### src/rtl/cb_prog_if.sv
// cb_prog_if -- configuration-loader handshake bundle for cb_prog.
//
// Handshake: a configuration word moves from master to slave on every rising
// clock edge where cfg_valid and cfg_ready are both high. The master keeps
// cfg_data stable while cfg_valid is high and cfg_ready is low. cfg_ready does
// not depend on cfg_valid.
//
// Signals (direction seen from the slave, i.e. cb_prog):
//   cfg_start     in   begin a new load
//   cfg_valid     in   cfg_data valid
//   cfg_ready     out  loader accepts a word
//   cfg_data      in   configuration word, CFG_WORD bits
//   cfg_commit    in   copy shadow to active config
//   cfg_abort     in   abandon the load in progress
//   cfg_busy      out  loader not idle
//   cfg_done      out  one-cycle pulse after a completed commit
//   cfg_conflict  out  active config has two or more pins driving one track
//   cfg_state     out  loader FSM state (debug)
//   cfg_dout      out  word shifted out of the shadow   (CB_CFG_READBACK_EN only)
//   cfg_dout_valid out one-cycle pulse per shifted word (CB_CFG_READBACK_EN only)
interface cb_cfg_if #(
    parameter int CFG_WORD = 8
);
    logic                cfg_start;
    logic                cfg_valid;
    logic                cfg_ready;
    logic [CFG_WORD-1:0] cfg_data;
    logic                cfg_commit;
    logic                cfg_abort;
    logic                cfg_busy;
    logic                cfg_done;
    logic                cfg_conflict;
    logic [1:0]          cfg_state;
`ifdef CB_CFG_READBACK_EN
    logic [CFG_WORD-1:0] cfg_dout;
    logic                cfg_dout_valid;
`endif

    modport master (
        output cfg_start, cfg_valid, cfg_data, cfg_commit, cfg_abort,
        input  cfg_ready, cfg_busy, cfg_done, cfg_conflict, cfg_state
`ifdef CB_CFG_READBACK_EN
        , input cfg_dout, cfg_dout_valid
`endif
    );

    modport slave (
        input  cfg_start, cfg_valid, cfg_data, cfg_commit, cfg_abort,
        output cfg_ready, cfg_busy, cfg_done, cfg_conflict, cfg_state
`ifdef CB_CFG_READBACK_EN
        , output cfg_dout, cfg_dout_valid
`endif
    );
endinterface

### src/rtl/cb_prog.sv
// cb_prog -- programmable connection box between logic-block pins and routing
// tracks, with a shift-in shadow configuration and an atomic commit.
//
// Each pin owns an FW-bit field: bit 0 = dir (0 track->pin, 1 pin->track),
// bits [FW-1:1] = sel (0 or > NUM_TRACKS = unconnected, k = track k-1).
// Words shift in at the MSB end of the shadow, so the first word sent lands
// at the LSBs. Routing is driven only by the active copy.
//
// Optional feature macro: CB_CFG_READBACK_EN adds cfg_dout/cfg_dout_valid,
// which present the shadow word displaced by each accepted word.
//
// Ports:
//   clk      clock, all state on its rising edge
//   rst      synchronous active-high reset
//   cfg      cb_cfg_if.slave loader handshake bundle
//   pin_in   logic-block outputs            (NUM_PINS)
//   pin_out  logic-block inputs             (NUM_PINS)
//   trk_in   track values                   (NUM_TRACKS)
//   trk_out  track drive value              (NUM_TRACKS)
//   trk_oe   track drive enable             (NUM_TRACKS)
module cb_prog #(
    parameter int NUM_PINS   = 7,
    parameter int NUM_TRACKS = 8,
    parameter int CFG_WORD   = 8
) (
    input  logic                  clk,
    input  logic                  rst,
    cb_cfg_if.slave               cfg,
    input  logic [NUM_PINS-1:0]   pin_in,
    output logic [NUM_PINS-1:0]   pin_out,
    input  logic [NUM_TRACKS-1:0] trk_in,
    output logic [NUM_TRACKS-1:0] trk_out,
    output logic [NUM_TRACKS-1:0] trk_oe
);
    localparam int SELW     = $clog2(NUM_TRACKS + 1);
    localparam int FW       = SELW + 1;
    localparam int CFG_BITS = NUM_PINS * FW;
    localparam int NWORDS   = (CFG_BITS + CFG_WORD - 1) / CFG_WORD;
    localparam int SHW      = NWORDS * CFG_WORD;
    localparam int CNTW     = (NWORDS > 1) ? $clog2(NWORDS) : 1;

    typedef enum logic [1:0] {
        ST_IDLE = 2'd0,
        ST_LOAD = 2'd1,
        ST_WAIT = 2'd2
    } state_t;

    state_t              state, state_n;
    logic [CNTW-1:0]     cnt, cnt_n;
    logic [SHW-1:0]      shadow;
    logic [CFG_BITS-1:0] active;
    logic                accept;
    logic                do_commit;
    logic                shadow_conflict;
    logic                done_q;
    logic                conflict_q;

    assign cfg.cfg_ready    = (state == ST_LOAD);
    assign cfg.cfg_busy     = (state != ST_IDLE);
    assign cfg.cfg_done     = done_q;
    assign cfg.cfg_conflict = conflict_q;
    assign cfg.cfg_state    = state;

    // A handshake always shifts the word in; abort/start only steer the
    // state and count, so the shadow is never cleared by them.
    assign accept = cfg.cfg_valid && (state == ST_LOAD);

    // Control priority while busy: abort > commit > start > word count.
    // Commit is meaningless in LOAD, so there start is the next contender.
    always_comb begin
        state_n   = state;
        cnt_n     = cnt;
        do_commit = 1'b0;
        case (state)
            ST_IDLE: begin
                if (cfg.cfg_start) begin
                    state_n = ST_LOAD;
                    cnt_n   = '0;
                end
            end
            ST_LOAD: begin
                if (cfg.cfg_abort) begin
                    state_n = ST_IDLE;
                end else if (cfg.cfg_start) begin
                    cnt_n = '0;
                end else if (accept) begin
                    if (cnt == CNTW'(NWORDS - 1)) begin
                        state_n = ST_WAIT;
                        cnt_n   = '0;
                    end else begin
                        cnt_n = cnt + 1'b1;
                    end
                end
            end
            ST_WAIT: begin
                if (cfg.cfg_abort) begin
                    state_n = ST_IDLE;
                end else if (cfg.cfg_commit) begin
                    state_n   = ST_IDLE;
                    do_commit = 1'b1;
                end else if (cfg.cfg_start) begin
                    state_n = ST_LOAD;
                    cnt_n   = '0;
                end
            end
            default: state_n = ST_IDLE;
        endcase
    end

    // Conflict of the pending shadow, latched at commit so cfg_conflict
    // always describes the active configuration.
    always_comb begin
        logic [NUM_TRACKS-1:0] seen;
        logic [SELW-1:0]       sel;
        seen            = '0;
        sel             = '0;
        shadow_conflict = 1'b0;
        for (int p = 0; p < NUM_PINS; p++) begin
            sel = shadow[p*FW+1 +: SELW];
            if (shadow[p*FW]) begin
                for (int t = 0; t < NUM_TRACKS; t++) begin
                    if (sel == SELW'(t + 1)) begin
                        if (seen[t]) shadow_conflict = 1'b1;
                        seen[t] = 1'b1;
                    end
                end
            end
        end
    end

    always_ff @(posedge clk) begin
        if (rst) begin
            state      <= ST_IDLE;
            cnt        <= '0;
            shadow     <= '0;
            active     <= '0;
            done_q     <= 1'b0;
            conflict_q <= 1'b0;
        end else begin
            state  <= state_n;
            cnt    <= cnt_n;
            done_q <= do_commit;
            if (accept) shadow <= {cfg.cfg_data, shadow[SHW-1:CFG_WORD]};
            if (do_commit) begin
                active     <= shadow[CFG_BITS-1:0];
                conflict_q <= shadow_conflict;
            end
        end
    end

`ifdef CB_CFG_READBACK_EN
    logic [CFG_WORD-1:0] dout_q;
    logic                dout_valid_q;

    always_ff @(posedge clk) begin
        if (rst) begin
            dout_q       <= '0;
            dout_valid_q <= 1'b0;
        end else begin
            dout_valid_q <= accept;
            if (accept) dout_q <= shadow[CFG_WORD-1:0];
        end
    end

    assign cfg.cfg_dout       = dout_q;
    assign cfg.cfg_dout_valid = dout_valid_q;
`endif

    // Routing from the active copy only. Tracks are claimed in ascending pin
    // order, so the lowest-index driving pin wins a contended track.
    always_comb begin
        logic [SELW-1:0] sel;
        sel     = '0;
        pin_out = '0;
        trk_out = '0;
        trk_oe  = '0;
        for (int p = 0; p < NUM_PINS; p++) begin
            sel = active[p*FW+1 +: SELW];
            for (int t = 0; t < NUM_TRACKS; t++) begin
                if (sel == SELW'(t + 1)) begin
                    if (!active[p*FW]) begin
                        pin_out[p] = trk_in[t];
                    end else if (!trk_oe[t]) begin
                        trk_oe[t]  = 1'b1;
                        trk_out[t] = pin_in[p];
                    end
                end
            end
        end
    end
endmodule

### src/flat_wrapper.sv
// flat-port wrapper written by rule: the top's interface ports become plain ports
module cb_prog_flat 
#(
    parameter int NUM_PINS   = 7,
    parameter int NUM_TRACKS = 8,
    parameter int CFG_WORD   = 8
)
  (clk, rst, pin_in, pin_out, trk_in, trk_out, trk_oe, cfg_cfg_start, cfg_cfg_valid, cfg_cfg_data, cfg_cfg_commit, cfg_cfg_abort, cfg_cfg_ready, cfg_cfg_busy, cfg_cfg_done, cfg_cfg_conflict, cfg_cfg_state);
  cb_cfg_if #(.CFG_WORD(CFG_WORD)) cfg_i ();
  input  logic clk;
  input  logic rst;
  input  logic [NUM_PINS-1:0] pin_in;
  output logic [NUM_PINS-1:0] pin_out;
  input  logic [NUM_TRACKS-1:0] trk_in;
  output logic [NUM_TRACKS-1:0] trk_out;
  output logic [NUM_TRACKS-1:0] trk_oe;
  input wire logic [$bits(cfg_i.cfg_start)-1:0] cfg_cfg_start;
  input wire logic [$bits(cfg_i.cfg_valid)-1:0] cfg_cfg_valid;
  input wire logic [$bits(cfg_i.cfg_data)-1:0] cfg_cfg_data;
  input wire logic [$bits(cfg_i.cfg_commit)-1:0] cfg_cfg_commit;
  input wire logic [$bits(cfg_i.cfg_abort)-1:0] cfg_cfg_abort;
  output wire logic [$bits(cfg_i.cfg_ready)-1:0] cfg_cfg_ready;
  output wire logic [$bits(cfg_i.cfg_busy)-1:0] cfg_cfg_busy;
  output wire logic [$bits(cfg_i.cfg_done)-1:0] cfg_cfg_done;
  output wire logic [$bits(cfg_i.cfg_conflict)-1:0] cfg_cfg_conflict;
  output wire logic [$bits(cfg_i.cfg_state)-1:0] cfg_cfg_state;
  assign cfg_i.cfg_start = cfg_cfg_start;
  assign cfg_i.cfg_valid = cfg_cfg_valid;
  assign cfg_i.cfg_data = cfg_cfg_data;
  assign cfg_i.cfg_commit = cfg_cfg_commit;
  assign cfg_i.cfg_abort = cfg_cfg_abort;
  assign cfg_cfg_ready = cfg_i.cfg_ready;
  assign cfg_cfg_busy = cfg_i.cfg_busy;
  assign cfg_cfg_done = cfg_i.cfg_done;
  assign cfg_cfg_conflict = cfg_i.cfg_conflict;
  assign cfg_cfg_state = cfg_i.cfg_state;
  cb_prog #(.NUM_PINS(NUM_PINS), .NUM_TRACKS(NUM_TRACKS), .CFG_WORD(CFG_WORD)) u_core (.clk(clk), .rst(rst), .cfg(cfg_i), .pin_in(pin_in), .pin_out(pin_out), .trk_in(trk_in), .trk_out(trk_out), .trk_oe(trk_oe));
endmodule
### config.mk
export PLATFORM = sky130hd
export DESIGN_NAME = cb_prog_flat
export DESIGN_NICKNAME = d
export VERILOG_FILES = /design/src/rtl/cb_prog_if.sv /design/src/rtl/cb_prog.sv /design/src/flat_wrapper.sv
export SDC_FILE = /design/constraint.sdc
export NUM_CORES = 1
export LEC_CHECK = 0
export CORE_MARGIN = 3
export CORE_UTILIZATION = 59
export CTS_CLUSTER_SIZE = 30
export DETAILED_ROUTE_END_ITERATION = 10
export GPL_ROUTABILITY_DRIVEN = 0
export PLACE_DENSITY = 0.82
export REMOVE_ABC_BUFFERS = 1
export SYNTH_ARGS = -nofsm -noshare
export SYNTH_HDL_FRONTEND = slang
export SYNTH_SLANG_ARGS = --single-unit
### constraint.sdc
create_clock -name clk -period 2.7 [get_ports clk]
set_input_delay 0.54 -clock clk [delete_from_list [all_inputs] [get_ports clk]]
set_output_delay 0.54 -clock clk [all_outputs]
set_load 0.03 [all_outputs]
# Yosys cells after proc, flatten, opt, wreduce, memory -nomap -nowiden
# Index checks and enable logic that the tools add are counted.
dict set report classes {
  n_addsub 1
  n_eq_ne 122
  muxes 555
  reduce_logical 6
}
# op count
set ops {}
lappend ops {{$mux 1} 533}
lappend ops {{$eq 4x3->1 const B} 56}
lappend ops {{$eq 4x2->1 const B} 28}
lappend ops {{$eq 4x1->1 const B} 14}
lappend ops {{$eq 4x4->1 const B} 14}
lappend ops {{$mux 8} 6}
lappend ops {{$mux 3} 7}
lappend ops {{$mux 2} 7}
lappend ops {{$ne 3x2->1 const B} 3}
lappend ops {{$pmux 3 s3} 1}
lappend ops {{$ne 2x2->1 const B} 3}
lappend ops {{$pmux 2 s3} 1}
lappend ops {{$reduce_and 5->1} 1}
lappend ops {{$add 3x1->3 const B} 1}
lappend ops {{$eq 3x3->1 const B} 1}
lappend ops {{$ne 3x3->1 const B} 1}
lappend ops {{$reduce_and 3->1} 1}
lappend ops {{$reduce_bool 3->1} 1}
lappend ops {{$eq 2x1->1 const B} 1}
lappend ops {{$eq 2x2->1 const B} 1}
lappend ops {{$logic_not 2->1} 1}
lappend ops {{$reduce_bool 2->1} 1}
lappend ops {{$logic_and 1x1->1} 1}
dict set report totals {
  register_bits 82
  in_bits 29
  output_inout_bits 29
  wordCells 690
}

# Logic depth before layout (Yosys ltp)
dict set report depth {
  ltp_word 115
  depth_mapped 9
}

# Worst setup path before layout
# Ideal clock, no wire load.
dict set report synth_path {
  kind {reg-to-output}
  from {register u_core.active[21]}
  to {output port trk_out[4]}
  arrival_ns 2.091
  required_ns 2.160
  slack_ns 0.069
  stages_incl_launch_ff 9
  path_buffers 1
  path_cell_list {dfxtp_1 clkbuf_1 nor3b_1 nor2b_1 a211oi_1 a21oi_1 mux2_2 mux2i_1 o21ai_0}
}
dict set report synth_via {
  elab_chain_len 8
}
# item line_no
set synth_lines {}
lappend synth_lines {{from (decl)} cb_prog.sv:51} ;# logic [CFG_BITS-1:0] active;
lappend synth_lines {{from (signal assigned)} cb_prog.sv:145} ;# active <= shadow[CFG_BITS-1:0];
lappend synth_lines {{$eq 4x3->1 (*)} cb_prog.sv:180} ;# if (sel == SELW'(t + 1)) begin
lappend synth_lines {{$mux 1} cb_prog.sv:180}
lappend synth_lines {{$mux 1} cb_prog.sv:183} ;# end else if (!trk_oe[t]) begin
lappend synth_lines {{$mux 1} cb_prog.sv:181} ;# if (!active[p*FW]) begin
lappend synth_lines {{$mux 1} cb_prog.sv:180}
lappend synth_lines {{$mux 1} cb_prog.sv:183}
lappend synth_lines {{$mux 1} cb_prog.sv:181}
lappend synth_lines {{$mux 1 (*)} cb_prog.sv:180}
lappend synth_lines {{to (decl)} flat_wrapper.sv:15} ;# output logic [NUM_TRACKS-1:0] trk_out;
# Mark *: on every way between the ends. The rest lies on a longest branch, timed or not.

# Worst setup path in the final report
dict set report layout_path {
  from {register u_core.active[7]}
  to {output port trk_out[7]}
}
dict set report layout_via {
  elab_chain_len 17
}
# item line_no
set layout_lines {}
lappend layout_lines {{$eq 4x4->1 (*)} cb_prog.sv:180}
lappend layout_lines {{$mux 1} cb_prog.sv:180}
lappend layout_lines {{$mux 1} cb_prog.sv:183}
lappend layout_lines {{$mux 1} cb_prog.sv:181}
lappend layout_lines {{$mux 1} cb_prog.sv:180}
lappend layout_lines {{$mux 1} cb_prog.sv:183}
lappend layout_lines {{$mux 1} cb_prog.sv:181}
lappend layout_lines {{$mux 1} cb_prog.sv:180}
lappend layout_lines {{$mux 1} cb_prog.sv:183}
lappend layout_lines {{$mux 1} cb_prog.sv:181}
lappend layout_lines {{$mux 1} cb_prog.sv:180}
lappend layout_lines {{$mux 1} cb_prog.sv:183}
lappend layout_lines {{$mux 1} cb_prog.sv:181}
lappend layout_lines {{$mux 1} cb_prog.sv:180}
lappend layout_lines {{$mux 1} cb_prog.sv:183}
lappend layout_lines {{$mux 1} cb_prog.sv:181}
lappend layout_lines {{$mux 1 (*)} cb_prog.sv:180}
# Marked as above.

==> flow_metrics.env <==
export IMPL_area_of_the_multi_input_gates_mm2=0.00451
export IMPL_critPathLaunchType="flop"
export IMPL_groute_layer_met3_usage=0.0558
export IMPL_std_cell_rows=36
export IMPL_synth_adder_area_share=0.00413
export IMPL_power_density_mw_per_mm2=279
export IMPL_category_of_cells_accounting_for_the_largest_share_of_critical_path_delay="simple AND/OR/NAND/NOR gates"
export IMPL_vdd_drop_max_mv=0.367
export IMPL_htree_levels=3
export IMPL_layout_cell_area_non_filler_mm2=0.00800
export IMPL_globalRouteTotalUtil=0.348
export IMPL_critPathArrivalTime_ps=2480
export IMPL_yosys_area_top_type_share=0.271
export IMPL_cts_sink_count=82
export IMPL_netlist_area_mm2=0.00606
export IMPL_final_setup_worst_slack_ps=-316
export IMPL_ctsHoldBuffers=0
export IMPL_regArea_mm2=0.00168
export IMPL_wire_length_of_the_first_global_routing_pass_um=32600
export IMPL_finalPower_w=0.00223
export IMPL_drt_pass1_iterations=11
export IMPL_yosys_register_bits=82
export IMPL_max_root_sink_buffers=2
export IMPL_ys_top_cells_by_area="dfxtp_1 27%, nand2_1 13%, a21oi_1 9.3%, nor2_1 5.1%, clkbuf_1 2.9%"
export IMPL_synth_simple_gate_area_frac=0.394
export IMPL_total_clock_buffers_created_by_cts=9
export IMPL_fin_nets=1036
export IMPL_clock_insertion_delay_at_the_later_pin_of_the_skew_report_ps=360
export IMPL_grt_busiest_layer="met2"
export IMPL_num_fill_cells=616
export IMPL_num_io_pins=58
export IMPL_fin_crit_ps=3020
export IMPL_cellLeakagePower_nw=2.95
export IMPL_antenna_violating_nets_left=0
export IMPL_dieWidth_um=107
export IMPL_timing_hold_worst_class="flop to flop"
export IMPL_design_die_area_mm2=0.0115
export IMPL_timing_critical_path_to_type="primary output"
export IMPL_via_count=7750
export IMPL_violations="DRC, setup timing"
export IMPL_cts_tree="yes"
export IMPL_first_global_vias=6880
export IMPL_first_iter_violations=1325
export IMPL_critical_path_required_ps=2160
export IMPL_clk_root_buffer_cell="clkbuf_8"
export IMPL_synth_edff_count=0
export IMPL_largest_clock_skew_in_the_final_design_ps=8.95
export IMPL_relSlewSlack=0.566
export IMPL_post_synth_xor_area_fraction=0.00289
export IMPL_area_growth_pct=32.1
export IMPL_antenna_cells_inserted=0
export IMPL_portion_of_netlist_area_occupied_by_mux_cells=0.0525
export IMPL_synth_top_family_by_area="simple AND/OR/NAND/NOR gates"
export IMPL_max_stage_delay_ps=350
export IMPL_chip_height_um=107
export IMPL_viasPerCell=6.78
export IMPL_max_clock_freq_mhz=332
export IMPL_fraction_of_the_mapped_netlist_area_in_compound_gates=0.216
export IMPL_drv_slew=0
export IMPL_grt_antenna_before_repair=0
export IMPL_clk_transition_reported_paths_ps=80
export IMPL_grt_max_degree=49
export IMPL_drt_drc_violations_left=4
export IMPL_synth_warnings=0
export IMPL_mostFrequentLayoutCells="205 x nand2_1, 113 x buf_4, 105 x a21oi_1, 71 x nor2_1, 60 x dfxtp_1"
export IMPL_mostFrequentLayoutCell="nand2_1"
export IMPL_floorplan_initialDensity=0.614
export IMPL_timing_critical_path_fanout_max=2
export IMPL_critical_path_top_cell_by_count="buf_4"
export IMPL_slowest_stage="dfxtp_2"
export IMPL_crit_type="flop to primary output"
export IMPL_min_period_over_period=1.12
export IMPL_postRouteWirelength_um=22600
export IMPL_layout_cell_share_with_drive_strength_beyond_1=0.279
export IMPL_worstSetupStartpoint="u_core.active[7]"
export IMPL_route_detailed_wl_per_inst_um=19.8
export IMPL_worstPathCellList="nor4b_4 -> buf_4 -> and3_4 -> mux2i_4 -> nand3_2 -> o21ai_2 -> a221oi_2 -> buf_4 -> mux2i_1 -> a21oi_1 -> buf_4"
export IMPL_maxCapViolCount=0
export IMPL_cells_after_synth=889
export IMPL_setup_viol=10
export IMPL_synth_distinct_cells=85
export IMPL_gr_usage_met1=0.426
export IMPL_seq_area_frac_synth=0.271
export IMPL_dp_hpwl_um=14200
export IMPL_rsz0062_at_grt="yes"
export IMPL_post_synth_cell_area_avg_um2=6.81
export IMPL_placeableCoreArea_mm2=0.00986
export IMPL_port_buffers=57
export IMPL_postPlaceCellArea_mm2=0.00718
export IMPL_timing_final_hold_violations=0
export IMPL_hold_path_startpoint="u_core.shadow[36]"
export IMPL_post_synth_top_area_cell="dfxtp_1"
export IMPL_globalRouteOverflowTotal=0
export IMPL_tightestPinTransition_ps=651
export IMPL_groute_layer_met2_usage=0.574
export IMPL_crit_reg2reg_launch="u_core.shadow[13]"
export IMPL_ys_async_sr_fraction=0
export IMPL_crit_buf_inv=3
export IMPL_synth_top_flop_cell="dfxtp_1"
export IMPL_run_status="complete, but fails checks"
==> power breakdown <==
part	switching (W)	leakage [nW]	internal, W
registers	0.0000121	0.674	0.00121
logic	0.000124	2.20	0.0000941
clock network	0.000432	0.0786	0.000358
==> area by class of cell <==
class,instances,share of cell area
clock buffer,12,0.0181
tap,133,0.0208
multi-input combinational,727,0.564
timing repair buffer,171,0.177
sequential,82,0.210
inverter,14,0.00657
clock inverter,4,0.00344
==> worst register-to-register path, stage by stage, from the launching register on <==
cell	delay [ps]
dfxtp_1	450
nor3b_1	550
a21oi_1	250
o311a_1	180
mux4_2	470
nor3b_2	170
o31ai_1	110
a311oi_1	270
==> flip-flops by register name, indices dropped and copies added (netlist names) <==
signal,count
u_core.cnt,3
u_core.cfg.cfg_state,2
u_core.cfg.cfg_conflict,1
u_core.active,35
u_core.cfg.cfg_done,1
u_core.shadow,40
==> path summary, 6_finish.rpt <==
kind | to | slack, ps | cells after the start
max | trk_out[7] | -320 | 11
min | u_core.shadow[28] | 460 | 2
max reg2reg | u_core.cfg.cfg_conflict | 180 | 7
min reg2reg | u_core.shadow[28] | 460 | 2
==> per-stage QoR <==
| step | worst slack, ps | utilization | setup TNS [ps] | hold slack [ps] | std cells |
|---|---|---|---|---|---|
| floorplan | -854 | - | -28810 | 426 | 823 |
| global placement | -396 | 0.728 | -1830 | 436 | 1106 |
| detailed placement | -398 | 0.728 | -2460 | 448 | 1106 |
| CTS | -175 | 0.769 | -402 | 459 | 1130 |
| global route | -431 | 0.811 | -2680 | 478 | 1143 |
| finish | -316 | 0.811 | -1550 | 456 | 1143 |
==> logic make-up (layout without fill, tap and decap cells) <==
group	count (synthesis)	after routing
AND/OR/NAND/NOR	485	485
flip-flops	82	82
AO/OA/AOI/OAI	212	212
XOR/XNOR	2	2
multiplexers	26	26
adder cells (fa/ha/maj)	2	2
buffers and inverters	80	201
==> synthesized netlist by cell type (all sizes together), types with 3 or more instances <==
cell type    n
a211oi       6
a21oi      113
a221oi       3
a22oi        6
a311oi       3
a31oi       12
a32o         3
and2         6
and3         4
buf         18
clkbuf      48
dfxtp       82
inv         14
mux2         6
mux2i       16
mux4         4
nand2      211
nand2b      15
nand3       31
nand3b      22
nand4        7
nand4b       4
nor2        83
nor2b       22
nor3        23
nor3b       17
nor4         8
nor4b        6
o211ai       6
o21a         3
o21ai       19
o22ai        9
or2          4
or3          6
==> timing repair <==
action,CTS,global route
setup buffers,8,14
resized for setup,97,117
pin swaps,12,31
setup endpoints to repair,23,21
==> per-layer routing <==
layer | vias to the layer above | share of wire
met5 | - | 0
met4 | 0 | 0.071
met3 | 210 | 0.11
met2 | 648 | 0.46
met1 | 3506 | 0.36
li1 | 3386 | -
No activity file was read; power rests on OpenSTA's default activity.
